==> src/rtl/pll_md_ctrl.sv <==
// PLL MD-port sequencer: serializes register read/write commands onto the MD bus
// and runs the PLL reset / lock-wait handshake with a lock timeout.
module pll_md_ctrl #(
  parameter int unsigned RD_LAT       = 2,
  parameter int unsigned RST_CYCLES   = 16,
  parameter int unsigned LOCK_TIMEOUT = 65535
) (
  input  logic       clk,
  input  logic       rst_n,
  input  logic       cmd_valid,
  output logic       cmd_ready,
  input  logic [1:0] cmd_op,
  input  logic [7:0] cmd_addr,
  input  logic [7:0] cmd_wdata,
  output logic       rsp_valid,
  output logic [7:0] rsp_rdata,
  output logic       rsp_err,
  output logic [1:0] md_opc,
  output logic       md_ainc,
  output logic [7:0] md_wdi,
  input  logic [7:0] md_rdo,
  output logic       pll_rst,
  input  logic       pll_lock,
  output logic       locked
);

  typedef enum logic [2:0] {
    S_IDLE, S_ADDR, S_WR, S_RD, S_RD_WAIT, S_RST, S_LOCK_WAIT, S_RESP
  } state_e;

  localparam logic [1:0] OP_WR  = 2'b00;
  localparam logic [1:0] OP_RD  = 2'b01;
  localparam logic [1:0] OP_APL = 2'b10;

  localparam logic [1:0] MD_NOP   = 2'b00;
  localparam logic [1:0] MD_WRITE = 2'b01;
  localparam logic [1:0] MD_READ  = 2'b10;
  localparam logic [1:0] MD_ADDR  = 2'b11;

  localparam logic [15:0] RD_LOAD  = 16'(RD_LAT - 1);
  localparam logic [15:0] RST_LOAD = 16'(RST_CYCLES - 1);
  localparam logic [15:0] TO_VAL   = 16'(LOCK_TIMEOUT);

  state_e      state_q, state_d;
  logic [1:0]  op_q, op_d;
  logic [7:0]  addr_q, addr_d;
  logic [7:0]  wdata_q, wdata_d;
  logic [15:0] cnt_q, cnt_d;
  logic [1:0]  sync_q;
  logic        lock_s;

  logic        rsp_valid_q, rsp_valid_d;
  logic [7:0]  rsp_rdata_q, rsp_rdata_d;
  logic        rsp_err_q, rsp_err_d;
  logic [1:0]  md_opc_q, md_opc_d;
  logic [7:0]  md_wdi_q, md_wdi_d;
  logic        pll_rst_q, pll_rst_d;

  assign lock_s = sync_q[1];

  // Next-state and datapath decode
  always_comb begin
    state_d     = state_q;
    op_d        = op_q;
    addr_d      = addr_q;
    wdata_d     = wdata_q;
    cnt_d       = cnt_q;
    rsp_rdata_d = rsp_rdata_q;
    rsp_err_d   = rsp_err_q;
    case (state_q)
      S_IDLE: begin
        if (cmd_valid) begin
          op_d    = cmd_op;
          addr_d  = cmd_addr;
          wdata_d = cmd_wdata;
          case (cmd_op)
            OP_WR, OP_RD: state_d = S_ADDR;
            OP_APL: begin
              state_d = S_RST;
              cnt_d   = RST_LOAD;
            end
            default: begin
              state_d   = S_RESP;
              rsp_err_d = 1'b1;
            end
          endcase
        end
      end
      S_ADDR: state_d = (op_q == OP_WR) ? S_WR : S_RD;
      S_WR: begin
        state_d   = S_RESP;
        rsp_err_d = 1'b0;
      end
      S_RD: begin
        state_d = S_RD_WAIT;
        cnt_d   = RD_LOAD;
      end
      S_RD_WAIT: begin
        if (cnt_q == 16'd0) begin
          rsp_rdata_d = md_rdo;
          rsp_err_d   = 1'b0;
          state_d     = S_RESP;
        end else begin
          cnt_d = cnt_q - 16'd1;
        end
      end
      S_RST: begin
        if (cnt_q == 16'd0) begin
          state_d = S_LOCK_WAIT;
          cnt_d   = 16'd0;
        end else begin
          cnt_d = cnt_q - 16'd1;
        end
      end
      S_LOCK_WAIT: begin
        // Lock takes priority over timeout on the final cycle
        if (lock_s) begin
          state_d   = S_RESP;
          rsp_err_d = 1'b0;
        end else if (cnt_q == TO_VAL) begin
          state_d   = S_RESP;
          rsp_err_d = 1'b1;
        end else begin
          cnt_d = cnt_q + 16'd1;
        end
      end
      S_RESP:  state_d = S_IDLE;
      default: state_d = S_IDLE;
    endcase
  end

  // Outputs are registered from the upcoming state so they line up with it
  always_comb begin
    md_opc_d    = MD_NOP;
    md_wdi_d    = 8'h00;
    pll_rst_d   = 1'b0;
    rsp_valid_d = 1'b0;
    case (state_d)
      S_ADDR: begin
        md_opc_d = MD_ADDR;
        md_wdi_d = addr_d;
      end
      S_WR: begin
        md_opc_d = MD_WRITE;
        md_wdi_d = wdata_d;
      end
      S_RD:    md_opc_d    = MD_READ;
      S_RST:   pll_rst_d   = 1'b1;
      S_RESP:  rsp_valid_d = 1'b1;
      default: ;
    endcase
  end

  always_ff @(posedge clk or negedge rst_n) begin
    if (!rst_n) begin
      state_q     <= S_IDLE;
      op_q        <= 2'b00;
      addr_q      <= 8'h00;
      wdata_q     <= 8'h00;
      cnt_q       <= 16'd0;
      sync_q      <= 2'b00;
      rsp_valid_q <= 1'b0;
      rsp_rdata_q <= 8'h00;
      rsp_err_q   <= 1'b0;
      md_opc_q    <= MD_NOP;
      md_wdi_q    <= 8'h00;
      pll_rst_q   <= 1'b0;
    end else begin
      state_q     <= state_d;
      op_q        <= op_d;
      addr_q      <= addr_d;
      wdata_q     <= wdata_d;
      cnt_q       <= cnt_d;
      sync_q      <= {sync_q[0], pll_lock};
      rsp_valid_q <= rsp_valid_d;
      rsp_rdata_q <= rsp_rdata_d;
      rsp_err_q   <= rsp_err_d;
      md_opc_q    <= md_opc_d;
      md_wdi_q    <= md_wdi_d;
      pll_rst_q   <= pll_rst_d;
    end
  end

  assign cmd_ready = (state_q == S_IDLE);
  assign locked    = lock_s && (state_q != S_RST) && (state_q != S_LOCK_WAIT);
  assign rsp_valid = rsp_valid_q;
  assign rsp_rdata = rsp_rdata_q;
  assign rsp_err   = rsp_err_q;
  assign md_opc    = md_opc_q;
  assign md_ainc   = 1'b0;
  assign md_wdi    = md_wdi_q;
  assign pll_rst   = pll_rst_q;

endmodule

==> config.mk <==
export PLATFORM = sky130hd
export DESIGN_NAME = pll_md_ctrl
export DESIGN_NICKNAME = d
export VERILOG_FILES = /design/src/rtl/pll_md_ctrl.sv
export SDC_FILE = /design/constraint.sdc
export NUM_CORES = 1
export LEC_CHECK = 0
export BUFFER_PORTS_ARGS = -buffer_cell sky130_fd_sc_hd__buf_2
export CELL_PAD_IN_SITES_DETAIL_PLACEMENT = 1
export CELL_PAD_IN_SITES_GLOBAL_PLACEMENT = 1
export CORE_UTILIZATION = 43
export DETAILED_ROUTE_END_ITERATION = 8
export GPL_TIMING_DRIVEN = 0
export HOLD_SLACK_MARGIN = 0.08
export PLACE_DENSITY_LB_ADDON = 0.08
export SLEW_MARGIN = 20
export SYNTH_ARGS = -nofsm -noshare
export SYNTH_HDL_FRONTEND = slang
export SYNTH_SLANG_ARGS = --single-unit
==> constraint.sdc <==
create_clock -name clk -period 3 [get_ports clk]
set_input_delay 0.3 -clock clk [delete_from_list [all_inputs] [get_ports clk]]
set_output_delay 0.3 -clock clk [all_outputs]
set_load 0.05 [all_outputs]
==> results.sh, run 1 <==
export IMPL_status="complete, no violations"
export IMPL_dieHeight_um=90.5
export IMPL_synth_edf_count=0
export IMPL_power_mw=4.64
export IMPL_syn_nets=404
export IMPL_timing_final_crit_share_pct=91.6
export IMPL_synth_cells=371
export IMPL_yosys_warnings=0
export IMPL_yosysUniqueCellTypes=63
export IMPL_worstPathMaxFanout=10
export IMPL_cts_tree="yes"
export IMPL_clk_pin_slew_ps=80
export IMPL_ir_worst_vdd_mv=0.647
export IMPL_worstSetupPathType="flop to flop"
export IMPL_critPathLaunchType="flop"
export IMPL_ys_ff_latch=60
export IMPL_relSlewSlack_pct=49.1
export IMPL_grt_pass1_vias=3308
export IMPL_ant_nets=0
export IMPL_skew_ps=14.0
export IMPL_num_vias=3087
export IMPL_max_freq_mhz=364
export IMPL_grt_remaining_overflow=0
export IMPL_viasPerCell=5.72
export IMPL_grt_pass1_wl_mm=16.3
export IMPL_io_pins=54
export IMPL_clock_latency_ps=340
export IMPL_ctsHtreeMaxLevel=3
export IMPL_fill_cells=904
export IMPL_drc=0
export IMPL_synthToLayoutAreaGrowth_pct=18.1
export IMPL_dr_pass1_iters=4
export IMPL_dieWidth_um=90.5
export IMPL_hp_class="input pin to flop"
export IMPL_grt_usage_pct=25.2
export IMPL_setup_viol=0
export IMPL_synthesis_area_um2=3370
export IMPL_n_antenna_cell=0
export IMPL_port_buffers=52
export IMPL_syn_area_per_cell_um2=9.09
export IMPL_wl_per_cell_um=17.9
export IMPL_grt_setup_unrepaired="false"
export IMPL_async_flop_share_pct=100
export IMPL_finalSetupTns_ps=0
export IMPL_wl_mm=9.64
export IMPL_worst_pin_slew_ps=763
export IMPL_cts_max_path_buffers=2
export IMPL_cts_buffers=9
export IMPL_drive_gt1_share_pct=23.1
export IMPL_yosysSeqAreaShare_pct=44.5
export IMPL_cp_arrival_ps=2960
export IMPL_grt_max_degree=61
export IMPL_synth_top_flop_cell="dfrtp_1"
export IMPL_antenna_found_initial=0
export IMPL_layout_min_cycle_time_ps=2750
export IMPL_initial_core_util_pct=45.5
export IMPL_p_per_area_nw_per_um2=1170
export IMPL_finalHoldViolCount=0
export IMPL_gp_congestion=0.850
export IMPL_place_hpwl_mm=6.84
export IMPL_core_um2=7410
export IMPL_cp_end_kind="flop"
export IMPL_first_iter_violations=208
export IMPL_maxSlewViolCount=0
export IMPL_rows=31
export IMPL_die_area_um2=8200
export IMPL_cts_sinks=60
export IMPL_total_leakage_power_nw=1.85
export IMPL_cts_root_buf="clkbuf_8"
export IMPL_regArea_um2=1500
export IMPL_required_ps=3210
export IMPL_nets=469
export IMPL_maxCapViolCount=0
export IMPL_multiInputGateArea_um2=1740
export IMPL_r2r_slack_ps=250
==> cells in the final DEF (no fill, tap or decap), types with 4 or more instances in the layout <==
cell / netlist / routed
clkbuf_8: 0 / 9
xor2_1: 5 / 5
mux2i_1: 9 / 9
o21ai_1: 6 / 6
a22o_1: 5 / 5
mux2_2: 8 / 8
o31ai_1: 7 / 7
a21oi_1: 15 / 15
buf_2: 5 / 56
nand3_1: 8 / 8
o32ai_1: 4 / 4
o21ai_0: 10 / 10
nor3_1: 8 / 7
nor2_1: 26 / 26
nand4_1: 7 / 7
nand2_1: 90 / 90
xnor2_1: 4 / 4
clkbuf_1: 14 / 14
dfrtp_1: 60 / 60
inv_1: 4 / 4
a22oi_1: 5 / 5
o22ai_1: 4 / 4
==> layer usage <==
| layer | global-route usage, % | vias up | share of wire (%) | routed length (µm) |
|---|---|---|---|---|
| li1 | - | 1455 | - | - |
| met1 | 34.6 | 1532 | 45 | 4380 |
| met2 | 39.9 | 89 | 48 | 4630 |
| met3 | 4.97 | 11 | 5.5 | 527 |
| met4 | 8.33 | 0 | 1.1 | 102 |
| met5 | 0 | - | 0 | 0 |
==> report_power, final <==
| group | switching [mW] | total, mW | internal [mW] |
|---|---|---|---|
| clock | 0.355 | 0.742 | 0.388 |
| combinational | 1.75 | 2.56 | 0.810 |
| sequential | 0.215 | 1.34 | 1.13 |
| total | 2.32 | 4.64 | 2.32 |
==> critical path: stages, from the launching register on <==
cell and delay, ps:
dfrtp_1 470, inv_1 200, ha_1 180, nor4b_1 340, nand4_1 380, o21ai_2 350, buf_4 260, a21oi_1 70
o31ai_1 250, o31ai_1 120
==> sequential cells by signal, indices dropped and copies added (netlist names) <==
register,count
cnt_q,16
addr_q,8
md_wdi,8
rsp_rdata,8
wdata_q,8
state_q,3
md_opc,2
op_q,2
sync_q,2
pll_rst,1
rsp_err,1
rsp_valid,1
==> final timing paths <==
| check | cells after the start | to | startpoint |
|---|---|---|---|
| min | 3 | wdata_q[7]$_DFF_PN0_ | cmd_wdata[7] |
| min in group asynchronous | 2 | md_wdi[0]$_DFF_PN0_ | rst_n |
| max | 9 | cnt_q[15]$_DFFE_PN0P_ | cnt_q[0]$_DFFE_PN0P_ |
| min reg2reg | 0 | sync_q[1]$_DFF_PN0_ | sync_q[0]$_DFF_PN0_ |
| max in group asynchronous | 2 | sync_q[1]$_DFF_PN0_ | rst_n |
| max reg2reg | 9 | cnt_q[15]$_DFFE_PN0P_ | cnt_q[0]$_DFFE_PN0P_ |
==> per-stage QoR <==
step / std cells / hold WS [ps] / util (%) / setup WS, ps / cell area [µm²]
final: 540 / 143 / 53.7 / 252 / 3980
after global routing: 540 / 140 / 53.7 / 0.890 / 3980
after CTS: 540 / 129 / 53.7 / 274 / 3980
after detailed placement: 522 / 336 / 50.7 / 302 / 3760
after global placement: 522 / 333 / 50.7 / 383 / 3750
after floorplan: 371 / 4.41 / - / 365 / 3370
==> synth_stat cells, types with 3 or more instances <==
cell type / instances / area [µm²]
nand2_1: 90 / 338
dfrtp_1: 60 / 1500
nor2_1: 26 / 97.6
a21oi_1: 15 / 75.1
clkbuf_1: 14 / 52.6
o21ai_0: 10 / 50.1
mux2i_1: 9 / 90.1
mux2_2: 8 / 90.1
nand3_1: 8 / 40.0
nor3_1: 8 / 40.0
nand4_1: 7 / 43.8
o31ai_1: 7 / 52.6
o21ai_1: 6 / 30.0
a22o_1: 5 / 43.8
a22oi_1: 5 / 37.5
buf_2: 5 / 25.0
xor2_1: 5 / 43.8
inv_1: 4 / 15.0
o22ai_1: 4 / 25.0
o32ai_1: 4 / 35.0
xnor2_1: 4 / 35.0
and3_1: 3 / 18.8
ha_1: 3 / 37.5
nor2b_1: 3 / 18.8
nor4_4: 3 / 63.8
or3_1: 3 / 18.8
==> area by class of cell <==
class | instances | share of cell area (%)
buffer | 24 | 2.99
clock buffer | 9 | 3.11
clock inverter | 7 | 1.85
inverter | 4 | 0.377
multi-input combinational | 283 | 43.7
sequential | 60 | 37.7
tap | 99 | 3.11
timing repair buffer | 54 | 7.10
==> what timing repair did <==
| item | 4_1_cts | 5_1_grt |
|---|---|---|
| setup endpoints to repair | 0 | 1 |
| setup buffers | 0 | 0 |
| endpoints found under the hold margin | 61 | 0 |
| resized for setup | 0 | 0 |
| hold buffers | 2 | 0 |
==> cell families after synthesis <==
logic type | count (synthesis) | synth area share (%)
AOI/OAI and AO/OA | 84 | 17.8
xor gates and xnor gates | 9 | 2.34
adders and majority gates | 3 | 1.11
buffers and inverters | 28 | 3.97
DFF | 60 | 44.5
muxes | 17 | 5.35
other | 1 | 0.111
and+or+nand+nor | 169 | 24.8
Power figures use the tool's default switching activity.
==> run 2: changes to the inputs <==
- BUFFER_PORTS_ARGS: -buffer_cell sky130_fd_sc_hd__buf_2 -> -buffer_cell sky130_fd_sc_hd__buf_4
- CORE_UTILIZATION: 43 -> 46
- clock period: 3 -> 3.5 ns (I/O delays scaled with it)
==> results.sh, run 2 (same netlist as run 1, synthesis figures left out) <==
export IMPL_core_um2=6940
export IMPL_fill_cells=828
export IMPL_critPathLaunchType="flop"
export IMPL_place_hpwl_mm=6.97
export IMPL_p_int_mw=2.06
export IMPL_antenna_found_initial=0
export IMPL_finalHoldViolCount=0
export IMPL_p_per_area_nw_per_um2=1010
export IMPL_die_area_um2=7670
export IMPL_setup_viol=0
export IMPL_ant_nets=0
export IMPL_io_pins=54
export IMPL_finalSetupTns_ps=0
export IMPL_cts_hold_buf=0
export IMPL_max_freq_mhz=370
export IMPL_port_buffers=52
export IMPL_drive_gt1_share_pct=23.2
export IMPL_total_leakage_power_nw=1.87
export IMPL_dieWidth_um=87.6
export IMPL_ir_worst_vdd_mv=0.430
export IMPL_viasPerCell=5.93
export IMPL_top_layer="met4"
export IMPL_wl_met3_um=454
export IMPL_rows=30
export IMPL_clock_latency_ps=360
export IMPL_gp_congestion=0.847
export IMPL_relSlewSlack_pct=41.1
export IMPL_grt_max_degree=61
export IMPL_first_iter_violations=203
export IMPL_grt_pass1_vias=3378
export IMPL_cp_end_kind="flop"
export IMPL_switching_power_mw=2.05
export IMPL_wl_met2_mm=4.77
export IMPL_maxSlewViolCount=0
export IMPL_cts_sinks=60
export IMPL_status="complete, no violations"
export IMPL_final_common_cell="nand2_1"
export IMPL_worstPathMaxFanout=10
export IMPL_num_vias=3172
export IMPL_skew_ps=12.1
export IMPL_combPwrFrac_pct=55.5
export IMPL_required_ps=3730
export IMPL_cts_resized=0
export IMPL_fin_hold_ws_ps=65.8
export IMPL_nets=467
export IMPL_wl_per_cell_um=18.6
export IMPL_largest_reg_flops=16
export IMPL_synthToLayoutAreaGrowth_pct=21.4
export IMPL_timing_final_crit_share_pct=77.3
export IMPL_dp_cells=519
export IMPL_dr_pass1_iters=4
export IMPL_p_seq_share_pct=28.1
export IMPL_grt_remaining_overflow=0
export IMPL_cts_buffers=9
export IMPL_wl_mm=9.98
export IMPL_initial_core_util_pct=48.5
export IMPL_clk_pin_slew_ps=80
export IMPL_grt_usage_pct=28.7
export IMPL_drt_met1_wl_mm=4.51
export IMPL_postCtsSetupBuffers=0
export IMPL_power_frac_clock_pct=16.3
export IMPL_cts_root_buf="clkbuf_8"
export IMPL_ctsHtreeMaxLevel=3
export IMPL_cts_tree="yes"
export IMPL_grt_pass1_wl_mm=16.5
export IMPL_switching_share_pct=49.8
export IMPL_layout_min_cycle_time_ps=2710
export IMPL_worstSetupPathType="flop to flop"
export IMPL_cp_arrival_ps=2940
export IMPL_drc=0
export IMPL_grt_setup_unrepaired="false"
export IMPL_hp_class="input pin to async pin"
export IMPL_instances_no_fill=535
export IMPL_regMostFlops="cnt_q"
export IMPL_maxCapViolCount=0
export IMPL_worst_pin_slew_ps=878
export IMPL_cts_max_path_buffers=2
export IMPL_n_antenna_cell=0
export IMPL_dieHeight_um=87.6
export IMPL_layout_common_cells="nand2_1, dfrtp_1, buf_4, nor2_1, a21oi_1"
-- run 2: cell types whose count changed in the layout (fill, tap and decap cells not counted), sizes merged --
cell         previous run  this run
clkinvlp                1         2
dlygate4sd3             2         0
clkinv                  3         0
inv                     6         8
-- run 2: critical path, cell delays in order, from the launching register on --
cell	delay, ps
dfrtp_1	470
inv_1	200
ha_1	180
nor4b_1	350
nand4_1	380
o21ai_2	350
buf_4	260
a21oi_1	60
o31ai_1	230
o31ai_1	100
-- run 2: layer usage --
layer / vias to the layer above / global-route usage [%]
li1: 1450 / -
met1: 1607 / 37.6
met2: 91 / 46.8
met3: 24 / 5.00
met4: 0 / 12.5
met5: - / 0
-- run 2: final timing paths --
path                                       from               endpoint  slack [ps]  cells after the start
hold / removal                            rst_n  cnt_q[11]$_DFFE_PN0P_          70                      1
max in group asynchronous                 rst_n    sync_q[0]$_DFF_PN0_        2920                      1
setup reg to reg           cnt_q[0]$_DFFE_PN0P_  cnt_q[15]$_DFFE_PN0P_         790                      9
hold reg to reg             sync_q[0]$_DFF_PN0_    sync_q[1]$_DFF_PN0_         350                      0
min in group clk                       pll_lock    sync_q[0]$_DFF_PN0_         110                      1
setup / recovery           cnt_q[0]$_DFFE_PN0P_  cnt_q[15]$_DFFE_PN0P_         790                      9
-- run 2: metrics by stage --
stage                     instance area, µm²  setup slack [ps]  total power [mW]  utilization, %
final                                   4090               794              4.11            58.9
after global routing                    4090               520              4.36            58.9
after CTS                               4090               813              4.09            58.9
after detailed placement                3880               843              3.40            55.9
after global placement                  3880               919              3.32            55.9
after floorplan                         3370               865              2.74               -
-- run 2: power by group through the flow --
stage	combinational (mW)	sequential [mW]	clock, mW
final	2.28	1.16	0.673
after global routing	2.46	1.19	0.715
after CTS	2.26	1.15	0.680
after detailed placement	2.24	1.16	0
after global placement	2.17	1.15	0
after floorplan	1.32	1.42	0
-- run 2: cell type report --
type                       count  area (µm²)  area share [%]
multi-input combinational    283        1740            42.5
clock buffer                   9         124            3.03
buffer                        24         119            2.90
timing repair buffer          52         390            9.54
sequential                    60        1500            36.7
inverter                       4        15.0           0.367
clock inverter                 7        82.6            2.02
tap                           96         120            2.93
